$ cat config.mk
export PLATFORM = sky130hd
export DESIGN_NAME = mem_ctrl
export DESIGN_NICKNAME = d
export VERILOG_FILES = /design/src/rtl/mem_ctrl.sv
export SDC_FILE = /design/constraint.sdc
export NUM_CORES = 1
export LEC_CHECK = 0
export ABC_CLOCK_PERIOD_IN_PS = 3100
export BUFFER_PORTS_ARGS = -buffer_cell sky130_fd_sc_hd__buf_4
export CAP_MARGIN = 20
export CORE_MARGIN = 4
export CORE_UTILIZATION = 40
export CTS_CLUSTER_SIZE = 30
export DETAILED_ROUTE_END_ITERATION = 6
export HOLD_SLACK_MARGIN = 0.15
export RECOVER_POWER = 50
export REMOVE_ABC_BUFFERS = 1
export SYNTH_ARGS = -nofsm -noshare
export SYNTH_HDL_FRONTEND = slang
export SYNTH_SLANG_ARGS = --single-unit
$ cat constraint.sdc
create_clock -name clk -period 3.1 [get_ports clk]
set_input_delay 0.62 -clock clk [delete_from_list [all_inputs] [get_ports clk]]
set_output_delay 0.62 -clock clk [all_outputs]
set_load 0.02 [all_outputs]
$ cat src/rtl/mem_ctrl.sv
// mem_ctrl: byte-serial RAM controller shared by an instruction-fetch port and a load/store port.
// Optional MEMCTRL_IO_STALL_EN: stores with addr[17:16]==2'b11 wait in LS_WRITE while io_buffer_full is high.
module mem_ctrl (
    input  logic        clk,
    input  logic        rst,
    input  logic        in_rollback,
    input  logic        in_if_ena,
    input  logic [31:0] in_if_addr,
    output logic        out_if_ready,
    output logic [31:0] out_if_inst,
    input  logic        in_ls_ena,
    input  logic        in_ls_write,
    input  logic [31:0] in_ls_addr,
    input  logic [1:0]  in_ls_size,
    input  logic [31:0] in_ls_data,
    output logic        out_ls_ready,
    output logic [31:0] out_ls_data,
    input  logic [7:0]  in_ram_din,
    output logic [7:0]  out_ram_dout,
    output logic [31:0] out_ram_addr,
    output logic        out_ram_wr,
    input  logic        io_buffer_full,
    output logic [1:0]  dbg_state_o
);

    // Handshake: a one-cycle *_ena pulse is a request; it is captured into a pending slot and
    // answered by exactly one one-cycle *_ready pulse, unless rolled back (reads only) or reset.
    typedef enum logic [1:0] {IDLE = 2'd0, IF_READ = 2'd1, LS_READ = 2'd2, LS_WRITE = 2'd3} state_e;

    state_e      state_q;
    logic [2:0]  k_q, n_q;
    logic [1:0]  cap_q;
    logic [31:0] base_q, wdata_q, rdata_q, rdata_m;
    logic        if_pend_q, if_pend_d, ls_pend_q, ls_pend_d;
    logic [31:0] if_addr_q, ls_addr_q, ls_data_q;
    logic [1:0]  ls_size_q;
    logic        ls_write_q;
    logic        if_take, ls_take, is_read, ls_start, if_start;
    logic [31:0] if_addr_e, ls_addr_e, ls_data_e;
    logic [1:0]  ls_size_e;
    logic        ls_write_e;
    logic        stall_entry, stall_write;
    logic [7:0]  wbyte;

    // Reads arriving with a rollback belong to the squashed path; stores are architectural.
    assign if_take    = in_if_ena & ~in_rollback;
    assign ls_take    = in_ls_ena & (in_ls_write | ~in_rollback);
    assign is_read    = (state_q == IF_READ) || (state_q == LS_READ);
    assign ls_start   = (state_q == IDLE) && (ls_pend_q || ls_take);
    assign if_start   = (state_q == IDLE) && !(ls_pend_q || ls_take) && (if_pend_q || if_take);
    assign if_addr_e  = if_pend_q ? if_addr_q  : in_if_addr;
    assign ls_addr_e  = ls_pend_q ? ls_addr_q  : in_ls_addr;
    assign ls_data_e  = ls_pend_q ? ls_data_q  : in_ls_data;
    assign ls_size_e  = ls_pend_q ? ls_size_q  : in_ls_size;
    assign ls_write_e = ls_pend_q ? ls_write_q : in_ls_write;
    assign wbyte      = wdata_q[{k_q[1:0], 3'b000} +: 8];
    assign dbg_state_o = state_q;

`ifdef MEMCTRL_IO_STALL_EN
    assign stall_entry = (ls_addr_e[17:16] == 2'b11) && io_buffer_full;
    assign stall_write = (base_q[17:16] == 2'b11) && io_buffer_full;
`else
    logic unused_io_buffer_full;
    assign unused_io_buffer_full = io_buffer_full;
    assign stall_entry = 1'b0;
    assign stall_write = 1'b0;
`endif

    always_comb begin
        rdata_m = rdata_q;
        rdata_m[{cap_q, 3'b000} +: 8] = in_ram_din;
    end

    // An older pending request is served first; a pulse in the same cycle takes its slot.
    always_comb begin
        if_pend_d = if_pend_q;
        if (is_read && in_rollback) if_pend_d = 1'b0;
        if (if_take) if_pend_d = 1'b1;
        if (if_start) if_pend_d = if_pend_q & if_take;
        ls_pend_d = ls_pend_q;
        if (is_read && in_rollback && !ls_write_q) ls_pend_d = 1'b0;
        if (ls_take) ls_pend_d = 1'b1;
        if (ls_start) ls_pend_d = ls_pend_q & ls_take;
    end

    always_ff @(posedge clk) begin
        if (rst) begin
            if_pend_q  <= 1'b0;
            ls_pend_q  <= 1'b0;
            if_addr_q  <= '0;
            ls_addr_q  <= '0;
            ls_data_q  <= '0;
            ls_size_q  <= '0;
            ls_write_q <= 1'b0;
        end else begin
            if_pend_q <= if_pend_d;
            ls_pend_q <= ls_pend_d;
            if (if_take) if_addr_q <= in_if_addr;
            if (ls_take) begin
                ls_addr_q  <= in_ls_addr;
                ls_data_q  <= in_ls_data;
                ls_size_q  <= in_ls_size;
                ls_write_q <= in_ls_write;
            end
        end
    end

    always_ff @(posedge clk) begin
        if (rst) begin
            state_q      <= IDLE;
            k_q          <= '0;
            n_q          <= '0;
            cap_q        <= '0;
            base_q       <= '0;
            wdata_q      <= '0;
            rdata_q      <= '0;
            out_ram_wr   <= 1'b0;
            out_ram_addr <= '0;
            out_ram_dout <= '0;
            out_if_ready <= 1'b0;
            out_ls_ready <= 1'b0;
            out_if_inst  <= '0;
            out_ls_data  <= '0;
        end else begin
            out_if_ready <= 1'b0;
            out_ls_ready <= 1'b0;
            case (state_q)
                IDLE: begin
                    out_ram_wr   <= 1'b0;
                    out_ram_addr <= '0;
                    cap_q        <= '0;
                    rdata_q      <= '0;
                    if (ls_start) begin
                        base_q  <= ls_addr_e;
                        n_q     <= {1'b0, ls_size_e} + 3'd1;
                        wdata_q <= ls_data_e;
                        if (ls_write_e) begin
                            state_q <= LS_WRITE;
                            if (stall_entry) begin
                                k_q <= 3'd0;
                            end else begin
                                out_ram_wr   <= 1'b1;
                                out_ram_addr <= ls_addr_e;
                                out_ram_dout <= ls_data_e[7:0];
                                k_q          <= 3'd1;
                            end
                        end else begin
                            state_q      <= LS_READ;
                            out_ram_addr <= ls_addr_e;
                            k_q          <= 3'd1;
                        end
                    end else if (if_start) begin
                        state_q      <= IF_READ;
                        base_q       <= if_addr_e;
                        n_q          <= 3'd4;
                        out_ram_addr <= if_addr_e;
                        k_q          <= 3'd1;
                    end
                end
                IF_READ, LS_READ: begin
                    if (in_rollback) begin
                        state_q      <= IDLE;
                        out_ram_addr <= '0;
                    end else begin
                        // k counts cycles since the first address; byte k-2 is on the bus now.
                        out_ram_addr <= (k_q < n_q) ? base_q + {29'd0, k_q} : 32'd0;
                        if (k_q >= 3'd2) begin
                            rdata_q <= rdata_m;
                            cap_q   <= cap_q + 2'd1;
                        end
                        if (k_q == n_q + 3'd1) begin
                            state_q <= IDLE;
                            if (state_q == IF_READ) begin
                                out_if_ready <= 1'b1;
                                out_if_inst  <= rdata_m;
                            end else begin
                                out_ls_ready <= 1'b1;
                                out_ls_data  <= rdata_m;
                            end
                        end else begin
                            k_q <= k_q + 3'd1;
                        end
                    end
                end
                LS_WRITE: begin
                    if (k_q < n_q) begin
                        if (stall_write) begin
                            out_ram_wr <= 1'b0;
                        end else begin
                            out_ram_wr   <= 1'b1;
                            out_ram_addr <= base_q + {29'd0, k_q};
                            out_ram_dout <= wbyte;
                            k_q          <= k_q + 3'd1;
                        end
                    end else begin
                        out_ram_wr   <= 1'b0;
                        out_ram_addr <= '0;
                        out_ls_ready <= 1'b1;
                        state_q      <= IDLE;
                    end
                end
                default: state_q <= IDLE;
            endcase
        end
    end

endmodule

**Word level (Yosys, flattened, before mapping)**

Index checks and enable logic that the tools add are counted.

- Register bits: 314
- Bits of input ports: 113
- Word-level logic and storage cells: 134

- $add $sub $neg: 6
- Order comparisons: 2
- Eq/ne operators: 13
- Shifts and indexed selects: 3
- Mux-type cells: 54
- Bitwise operators: 9
- Reductions and logical operators: 26

Operators with widths:

| cell | count |
|---|---|
| $mux W32 | 11 |
| $pmux W32 S3 | 1 |
| $pmux W32 S2 | 1 |
| $add A32 B3 Y32 | 1 |
| $bwmux W32 | 1 |
| $shift A8 B7 Y32 const A | 1 |
| $shiftx A32 B6 Y8 | 1 |
| $shiftx A8 B7 Y32 | 1 |
| $mux W8 | 3 |
| $mux W3 | 7 |
| $mux W1 | 16 |
| $mux W2 | 8 |
| $pmux W8 S2 | 1 |
| $reduce_and A4 Y1 | 4 |
| $ne A2 B2 Y1 const B | 7 |
| $pmux W3 S3 | 1 |
| $neg A5 Y7 | 1 |
| $add A3 B1 Y3 const B | 2 |
| $ne A3 B3 Y1 const B | 2 |
| $pmux W2 S3 | 1 |
| $reduce_and A3 Y1 | 2 |
| $reduce_bool A2 Y1 | 3 |
| $reduce_bool A3 Y1 | 2 |
| $logic_and A1 B1 Y1 | 5 |
| 18 further kinds | 30 |

**Longest topological paths before layout**

Gate-level depths: netlist of run 1.

- Word-level depth: 10
- Mapped depth: 9
- Mapped depth without buffers: 8

**Worst setup path before layout of run 1**

No wires, ideal clock.

- Kind: register -> register
- Start point: reg k_q[1]
- End point: reg out_ram_addr[22]
- Arrival: 2.530 ns
- Slack: 0.494 ns
- Cell stages (with the launch flop): 9
- Buffers on the path: 1
- Period minus slack after synthesis: 2.606 ns
- Cells stage by stage: dfxtp_1 > buf_1 > inv_1 > fa_1 > nand2b_1 > a2111oi_4 > nand4_1 > xor2_1 > o22ai_1

- Word-level cells in the longest chain between the ends: 4

RTL lines:

| item | line | source |
|---|---|---|
| from (decl) | 31 | `logic [2:0] k_q, n_q;` |
| from (signal assigned) | 181 | `k_q <= k_q + 3'd1;` |
| from (signal assigned) | 193 | `k_q <= k_q + 3'd1;` |
| $add A32 B3 Y32 / $lt A3 B3 Y1 (equally long branches) | 166, 191, 186 |  |
| $mux W32 (*) | 186 | `if (k_q < n_q) begin` |
| $mux W32 | 161 | `if (in_rollback) begin` |
| $pmux W32 S3 (*) | 127 | `case (state_q)` |
| to (signal assigned) | 156 | `out_ram_addr <= if_addr_e;` |
| to (signal assigned) | 166 | `out_ram_addr <= (k_q < n_q) ? base_q + {29'd0, k_q} : 32'd0;` |
| to (signal assigned) | 191 | `out_ram_addr <= base_q + {29'd0, k_q};` |
| to (decl) | 20 | `output logic [31:0] out_ram_addr,` |

Every way passes the cells marked *; elsewhere a longest branch is shown, timed or not.
A chain may end at the register's enable or synchronous reset.

**Worst setup path after layout of run 1**

- Start point: in in_rollback
- End point: reg out_ram_addr[27]

- Word-level cells in the longest chain between the ends: 10

RTL lines:

| item | line | source |
|---|---|---|
| from (decl) | 6 | `input logic in_rollback,` |
| $not A1 Y1 (no line) | n/a |  |
| $or A1 B1 Y1 | 47 | `assign ls_take = in_ls_ena & (in_ls_write \| ~in_rollback);` |
| $and A1 B1 Y1 | 47 |  |
| $logic_or A1 B1 Y1 | 49, 50 |  |
| $logic_not A1 Y1 | 50 | `assign if_start = (state_q == IDLE) && !(ls_pend_q \|\| ls_take) && (if_pend_q \|\| if_take);` |
| $logic_and A1 B1 Y1 (2 in a row) | 50 |  |
| $mux W32 | 152 | `end else if (if_start) begin` |
| $mux W32 | 133 | `if (ls_start) begin` |
| $pmux W32 S3 (*) | 127 |  |
| to (signal assigned) | 143 | `out_ram_addr <= ls_addr_e;` |
| to (signal assigned) | 149 | `out_ram_addr <= ls_addr_e;` |
| to (signal assigned) | 156 |  |

Marks and branches as above.

==> impl_metrics.ini, run 1 <==
[timing]
fin_skew_ps = 16.2
relSlewSlack = -0.0391
hold_viol = 0
layout_min_cycle_time_ps = 2690
setup_viol = 0
drv_slew = 91
tightest_slew_ps = 1560
rsz0062_at_grt = no
fmax_mhz = 372
period_share = 0.868
fin_hold_ws_ps = 353

[worst_setup_path]
max_stage_delay_ps = 1100
start_kind = input port
worst-path-max-fanout = 24
arrival_ps = 3130
path_cells = clkbuf_1 -> clkbuf_1 -> nor2b_1 -> clkbuf_1 -> a31oi_1 -> o211ai_1 -> nand2_1 -> o21ai_1
critical_path.slowest_cell = clkbuf_1
crit_top_cell = clkbuf_1
cp-startpoint = in_rollback
criticalPathCategory = in2reg
end_kind = flop
required_ps = 3540
r2r_start = dbg_state_o[0]

[yosys]
ys_async_sr_fraction = 0
seq_area_frac_synth = 0.450
syn_area_um2 = 14000
yosys.area.top_type_share = 0.450
synth_edf_count = 0
synth_ff_type = dfxtp_1
yosysTopAreaCell = dfxtp_1
synth_area_leaders = dfxtp_1, a21oi_1, nand2_1, mux2i_1, nor2_1
ys_types = 61
syn_area_per_cell_um2 = 8.54
syn-instance-count = 1634
ys_warn_count = 0
ys_seq_elements = 314

[clocking]
postCtsSetupBuffers = 0
insertion_delay_ps = 520
cts_buffers = 37
cts_max_level = 2
cts_hold_buf = 0
clock-sinks = 314
tritoncts = built
cts.path.max_buffers = 3
ctsResizeCount = 0
clkTransAtPathRegs_ps = 60
clock-root-buffer = clkbuf_16

[routing]
wl_per_cell_um = 17.1
route.vias.total = 11966
ant_nets = 0
via_per_inst = 5.23
route.detailed.drc = 0
wl_mm = 39.1
first_pass_iters = 6
dr.first_iter.drc_count = 687

[grt]
grt_max_degree = 130
grt_pass1_wl_mm = 63.2
antenna_found_initial = 5
grt_usage = 0.200
grt-ovfl-total = 0
grt_pass1_vias = 11761

[finish]
drive_gt1_frac = 0.148
n_antenna_cell = 0
fillers = 3481
layout_common_cells = dfxtp_1, nand2_1, a21oi_1, nor2_1, buf_4
synthToLayoutAreaGrowth_pct = 20.9
nets = 1936
final_util = 0.490
final_common_cell = dfxtp_1

[floorplan]
ios = 222
rows = 68
core-area_um2 = 34500
die_area_um2 = 38000
die_w_um = 195
initial_core_util = 0.405
die_h_um = 195

[outcome]
status = finished, violations left
violations = max-capacitance violations, max-slew violations

[place]
numPortBuffers = 220
hpwl_mm = 25.7
globalplace.congestion = 0.839

[worst_hold_path]
min_path_type = in2reg
min-delay-start = in_ls_addr[8]

[pwr]
peakVddDrop_v = 0.000437
pwr_density_cell_nw_per_um2 = 794
leakage_uw = 0.00608

[flow_run]
maxCapViolCount = 2
[routing by layer]
layer,up-vias,track usage,share of wire
li1,6013,-,-
met1,5609,0.264,0.46
met2,275,0.334,0.47
met3,59,0.0477,0.058
met4,10,0.0434,0.018
met5,-,0,0.0020
[cell usage after synthesis (22+ instances only)]
master,instances
dfxtp_1,314
o21ai_0,26
nor2b_1,40
nor2_1,173
clkbuf_1,80
a21oi_1,208
o22ai_1,22
nand3_1,34
nor3_1,35
buf_2,28
nand2_1,274
a211oi_1,77
mux2i_1,96
[metrics by stage]
stage	cell area, um^2	power, uW	setup WS (ps)	instances	setup TNS (ps)
after floorplan	13400	7630	-3290	1510	-338760
after global placement	16000	9070	226	2220	0
after detailed placement	16000	9140	177	2220	0
after CTS	17300	13700	476	2286	0
after global routing	16900	14200	231	2286	0
final	16900	13400	410	2286	0
[critical path, delay by kind of cell]
kind,cells,cell delay (ps)
AO/OA/AOI/OAI,3,670
AND/OR/NAND/NOR,2,390
buffers and inverters,3,1450
[layout make-up]
class                           instances  area, um^2  area share
Tap cell                              455         569      0.0337
Timing Repair Buffer                  255        1540      0.0914
Sequential cell                       314        6290       0.373
Multi-Input combinational cell       1174        7090       0.420
Clock inverter                         12         146     0.00868
Clock buffer                           54        1150      0.0683
Inverter                               22        82.6     0.00489
[state kept, by name, summed over array words and instances, names as in the netlist, 2 cells and up]
signal / flops
dbg_state_o: 2
k_q: 3
cap_q: 2
ls_size_q: 2
out_ram_dout: 8
out_ls_data: 32
out_ram_addr: 32
rdata_q: 32
ls_addr_q: 32
out_if_inst: 32
base_q: 32
if_addr_q: 32
ls_data_q: 32
wdata_q: 32
n_q: 3
[final timing paths]
check	end	slack, ps	cells past startpoint
min reg2reg	ls_data_q[13]	450	2
min	ls_addr_q[8]	350	3
max reg2reg	cap_q[0]	480	9
max	out_ram_addr[27]	410	8
[kinds of logic (layout without fill, tap and decap cells)]
family / count (synthesis) / count (layout) / share of synthesized area
AO/OA/AOI/OAI: 395 / 395 / 0.179
XOR/XNOR: 31 / 31 / 0.0205
adder cells (fa/ha/maj): 20 / 20 / 0.0183
buffers and inverters: 146 / 343 / 0.0447
flip-flops: 314 / 314 / 0.450
multiplexers: 125 / 125 / 0.0987
AND/OR/NAND/NOR: 603 / 603 / 0.188
[power by group]
| group | total [uW] | internal [uW] | switching (uW) |
|---|---|---|---|
| Sequential | 4990 | 4610 | 375 |
| Clock | 4540 | 2830 | 1710 |
| Combinational | 3860 | 1370 | 2490 |
Power figures use the tool's default switching activity.
==> inputs of run 2 (changes only) <==
--- a/config.mk
+++ b/config.mk
@@ -6,12 +6,12 @@
 export NUM_CORES = 1
 export LEC_CHECK = 0
 export ABC_CLOCK_PERIOD_IN_PS = 3100
-export BUFFER_PORTS_ARGS = -buffer_cell sky130_fd_sc_hd__buf_4
 export CAP_MARGIN = 20
 export CORE_MARGIN = 4
 export CORE_UTILIZATION = 40
 export CTS_CLUSTER_SIZE = 30
 export DETAILED_ROUTE_END_ITERATION = 6
+export DONT_BUFFER_PORTS = 1
 export HOLD_SLACK_MARGIN = 0.15
 export RECOVER_POWER = 50
 export REMOVE_ABC_BUFFERS = 1
==> run 2 against run 1 <==
The flow now finishes without violations. Register-to-register slack lost 30 ps. Sequential power grew 6.6%. Utilization shrank 3.9 points. Clock skew grew 2.7 ps. Routed wire length shrank 3.4%. Final cell count shrank 9.7%. First-iteration DRC count grew 0.58%. Clock-buffer cell count shrank 2. Critical path type is now reg2reg.
==> impl_metrics.ini, run 2 (synthesized netlist as in run 1, its figures left out) <==
[outcome]
status = finished clean

[worst_setup_path]
critical_path.slowest_cell = ha_1
worst-path-max-fanout = 34
path_cells = buf_4 -> inv_1 -> ha_1 -> nand2b_1 -> buf_4 -> nor2_1 -> a21oi_2 -> buf_4 -> a21oi_1 -> nor2_1
end_kind = flop
required_ps = 3540
start_kind = flop
criticalPathCategory = reg2reg
arrival_ps = 3090
crit_top_cell = buf_4
max_stage_delay_ps = 420

[place]
globalplace.congestion = 0.857
hpwl_mm = 24.5
numPortBuffers = 0
dp.cells = 1999
place_ws_ps = 483

[pwr]
power_frac_clock = 0.334
p_switching_uw = 4430
combPwrFrac = 0.250
intPower_uw = 8390
pwr-share-seq = 0.415
peakVddDrop_v = 0.000476
pwr_density_cell_nw_per_um2 = 825
p_sw_frac = 0.345
leakage_uw = 0.00538

[timing]
setup_ws_ps = 445
rsz0062_at_grt = no
drv_slew = 0
fmax_mhz = 377
period_share = 0.856
relSlewSlack = 0.158
fin_hold_ws_ps = 211
fin_skew_ps = 18.9
tightest_slew_ps = 1260
layout_min_cycle_time_ps = 2650
hold_viol = 0
setup_viol = 0

[floorplan]
die_h_um = 195
rows = 68
ios = 222
core-area_um2 = 34500
die_area_um2 = 38000
initial_core_util = 0.405
die_w_um = 195

[clocking]
clock-sinks = 314
tritoncts = built
cts_buffers = 38
cts.path.max_buffers = 3
insertion_delay_ps = 530
clkTransAtPathRegs_ps = 60
cts_max_level = 2
postCtsSetupBuffers = 0
clock-root-buffer = clkbuf_16

[finish]
final_common_cell = dfxtp_1
drive_gt1_frac = 0.0988
layout_common_cells = dfxtp_1, nand2_1, a21oi_1, nor2_1, mux2i_1
stdcell_count = 2065
nets = 1717
n_antenna_cell = 0
synthToLayoutAreaGrowth_pct = 11.2
fillers = 3374

[grt]
antenna_found_initial = 0
grt_pass1_wl_mm = 60.4
grt_pass1_vias = 10917
grt_usage = 0.192
grt_max_degree = 297
grt-ovfl-total = 0

[routing]
dr.first_iter.drc_count = 691
wl_mm = 37.8
wl_per_cell_um = 18.3
route.vias.total = 11159
first_pass_iters = 5
via_per_inst = 5.40
ant_nets = 0
route.detailed.drc = 0

[flow_run]
maxCapViolCount = 0

[worst_hold_path]
min_path_type = in2reg
==> run 2: changes by cell type in the layout (fill, tap and decap cells not counted), sizes merged <==
cell	before	now
clkbuf	171	55
buf	138	31
bufinv	3	1
clkinv	8	10
clkinvlp	0	1
dlygate4sd3	0	1
==> run 2: layout make-up <==
cell class,count,area (um^2),share of cell area
multi-input cells,1174,7090,0.457
flip-flops and latches,314,6290,0.405
clock buffers,52,1090,0.0704
well taps,455,569,0.0367
repair buffers,35,280,0.0180
clock inverters,13,123,0.00790
inverters,22,82.6,0.00532
==> run 2: routing by layer <==
metal / track usage / vias up / share of wire
li1: - / 5585 / -
met1: 0.242 / 5273 / 0.42
met2: 0.320 / 254 / 0.48
met3: 0.0683 / 47 / 0.087
met4: 0.0419 / 0 / 0.015
met5: 0 / - / 0
==> run 2: metrics by stage <==
step	setup TNS, ps	power [uW]	util	instance area (um^2)
after global routing	0	13600	0.451	15500
final	0	12800	0.451	15500
after floorplan	-338760	7630	-	13400
after detailed placement	0	8630	0.416	14300
after CTS	0	13000	0.451	15600
after global placement	0	8560	0.416	14300
==> run 2: critical path, delay by kind of cell, from the launching register on <==
family | cells | cell delay [ps]
flip-flops | 1 | 310
adder cells (fa/ha/maj) | 1 | 420
AND/OR/NAND/NOR | 3 | 560
buffers and inverters | 4 | 1030
AO/OA/AOI/OAI | 2 | 240
==> run 2: what timing repair did <==
| action | in CTS | in global routing |
|---|---|---|
| gates resized for setup | 0 | 0 |
| endpoints found under the hold margin | 4 | 0 |
| hold buffers | 1 | 0 |
==> run 2: final timing paths <==
path	from	to	slack, ps	cells after the start
min reg2reg	if_addr_q[27]	if_addr_q[27]	450	2
min	rst	ls_addr_q[11]	210	1
max	dbg_state_o[0]	rdata_q[5]	450	10
max reg2reg	dbg_state_o[0]	rdata_q[5]	450	10
==> run 2: power by group through the flow <==
stage | Combinational, uW | Clock (uW) | Sequential, uW
after global routing | 3590 | 4590 | 5400
after global placement | 3160 | 0 | 5400
final | 3210 | 4280 | 5320
after detailed placement | 3220 | 0 | 5410
after floorplan | 2270 | 0 | 5360
after CTS | 3240 | 4420 | 5330
==> inputs of run 3 (changes only) <==
--- a/config.mk
+++ b/config.mk
@@ -5,11 +5,11 @@
 export SDC_FILE = /design/constraint.sdc
 export NUM_CORES = 1
 export LEC_CHECK = 0
-export ABC_CLOCK_PERIOD_IN_PS = 3100
+export ABC_CLOCK_PERIOD_IN_PS = 2670
 export CAP_MARGIN = 20
 export CORE_MARGIN = 4
 export CORE_UTILIZATION = 40
-export CTS_CLUSTER_SIZE = 30
+export CTS_CLUSTER_SIZE = 25
 export DETAILED_ROUTE_END_ITERATION = 6
 export DONT_BUFFER_PORTS = 1
 export HOLD_SLACK_MARGIN = 0.15
==> constraint.sdc (replaced) <==
create_clock -name clk -period 2.67 [get_ports clk]
set_input_delay 0.534 -clock clk [delete_from_list [all_inputs] [get_ports clk]]
set_output_delay 0.534 -clock clk [all_outputs]
set_load 0.02 [all_outputs]
==> run 3 against run 2 <==
Critical path depth is 1 lower. Combinational power is 31% higher. Clock power is 19% higher. Non-clock buffer count is 164 higher. Worst setup slack worse by 270 ps. Maximum frequency is 6.3% higher. Sequential cell count stayed put. Sequential share of layout area is 4.0 points lower. Register-to-register slack worse by 270 ps.
==> impl_metrics.ini, run 3 (synthesized netlist as in run 1, its figures left out) <==
[floorplan]
die_h_um = 195
rows = 68
ios = 222
die_area_um2 = 38000
initial_core_util = 0.405
die_w_um = 195
core-area_um2 = 34500

[clocking]
clkTransAtPathRegs_ps = 60
tritoncts = built
insertion_delay_ps = 530
clock-root-buffer = clkbuf_16
cts_buffers = 36
cts_max_level = 2
cts.path.max_buffers = 3
postCtsSetupBuffers = 0
clock-sinks = 314

[finish]
stdcell_count = 2231
fillers = 3266
drive_gt1_frac = 0.0985
seq_area_um2 = 6290
layout_common_cells = dfxtp_1, nand2_1, a21oi_1, nor2_1, dlygate4sd3_1
multiInputGateArea_um2 = 7100
nets = 1880
final_common_cell = dfxtp_1
synthToLayoutAreaGrowth_pct = 23.4
n_antenna_cell = 0

[worst_setup_path]
end_kind = flop
start_kind = flop
r2r_start = k_q[0]
rrSetupSlack_ps = 170
worst-path-max-fanout = 4
r2r.worst_path.cells = 9
r2r-end = out_ram_addr[8]
required_ps = 3150
arrival_ps = 2980
criticalPathCategory = reg2reg

[grt]
grt-ovfl-total = 0
grt_pass1_vias = 12111
grt_max_degree = 110
grt_pass1_wl_mm = 66.2
grt_usage = 0.212
antenna_found_initial = 0

[place]
hpwl_mm = 24.8
dp.cells = 2007
numPortBuffers = 0
globalplace.congestion = 0.845

[timing]
layout_min_cycle_time_ps = 2500
fmax_mhz = 400
rsz0062_at_grt = no
hold_viol = 0
period_share = 0.936
relSlewSlack = 0.161
tightest_slew_ps = 1260
fin_hold_ws_ps = 248
tns_ps = 0
fin_skew_ps = 26.1
drv_slew = 0
setup_viol = 0

[worst_hold_path]
min_path_type = in2reg
min-delay-start = in_ls_data[23]
hold-path-cell-count = 2
whs_endpoint = wdata_q[23]

[pwr]
p_switching_uw = 5370
leakage_uw = 0.00632
p_sw_frac = 0.347
power_frac_clock = 0.329
intPower_uw = 10100
pwr-share-seq = 0.399
combPwrFrac = 0.272
peakVddDrop_v = 0.000585
pwr_density_cell_nw_per_um2 = 899

[routing]
first_pass_iters = 5
ant_nets = 0
wl_mm = 42.0
dr.first_iter.drc_count = 611
wl_per_cell_um = 18.8
via_per_inst = 5.38
route.vias.total = 12010
route.detailed.drc = 0

[outcome]
status = finished clean

[flow_run]
maxCapViolCount = 0
-- run 3: area by class of cell --
class / instances / area share
timing repair buffer: 199 / 0.113
sequential: 314 / 0.365
clock buffer: 46 / 0.0598
tap: 455 / 0.0330
multi-input combinational: 1175 / 0.412
clock inverter: 20 / 0.0117
inverter: 22 / 0.00479
-- run 3: timing repair --
item,in CTS,in global routing
hold buffers,157,0
endpoints found under the hold margin,213,0
gates resized for setup,0,5
setup endpoints to repair,0,16
-- run 3: metal layers --
metal / track usage / share of wire / vias up
met5: 0 / 0 / -
li1: - / - / 5933
met4: 0.0538 / 0.022 / 0
met1: 0.255 / 0.40 / 5646
met2: 0.366 / 0.48 / 371
met3: 0.0723 / 0.092 / 60
-- run 3: worst max-delay path by stage --
stage | from | to | slack [ps]
final | k_q[0] | out_ram_addr[8] | 170
after global routing | k_q[0] | out_ls_data[2] | 4
after CTS | ls_pend_q | base_q[11] | 10
after detailed placement | k_q[0] | out_ls_data[27] | 190
after global placement | k_q[0] | out_ram_addr[14] | 240
after floorplan | ls_pend_q | out_ram_addr[10] | -3720
-- run 3: through the flow --
| stage | total power [uW] | worst slack [ps] | cell area, um^2 | utilization |
|---|---|---|---|---|
| 3_5_place_dp | 10100 | 195 | 14400 | 0.418 |
| 4_1_cts | 15600 | 12.0 | 17200 | 0.500 |
| 3_3_place_gp | 10000 | 241 | 14400 | 0.418 |
| 2_1_floorplan | 8860 | -3720 | 13400 | - |
| 6_report | 15500 | 171 | 17200 | 0.500 |
| 5_1_grt | 16400 | 3.60 | 17200 | 0.500 |
-- run 3: critical path, cell delays in order (launching register included) --
cell and delay (ps):
dfxtp_1 340, ha_1 210, inv_1 70, fa_1 400, nand2b_2 250, a211oi_2 270, xor2_1 180, nand2_1 70
a21oi_1 130, dlygate4sd3_1 550
-- run 3: power by group through the flow --
stage,Clock [uW],Sequential [uW],Combinational [uW]
6_report,5090,6190,4210
4_1_cts,5230,6190,4160
3_3_place_gp,0,6280,3720
3_5_place_dp,0,6290,3780
5_1_grt,5430,6280,4640
2_1_floorplan,0,6230,2630
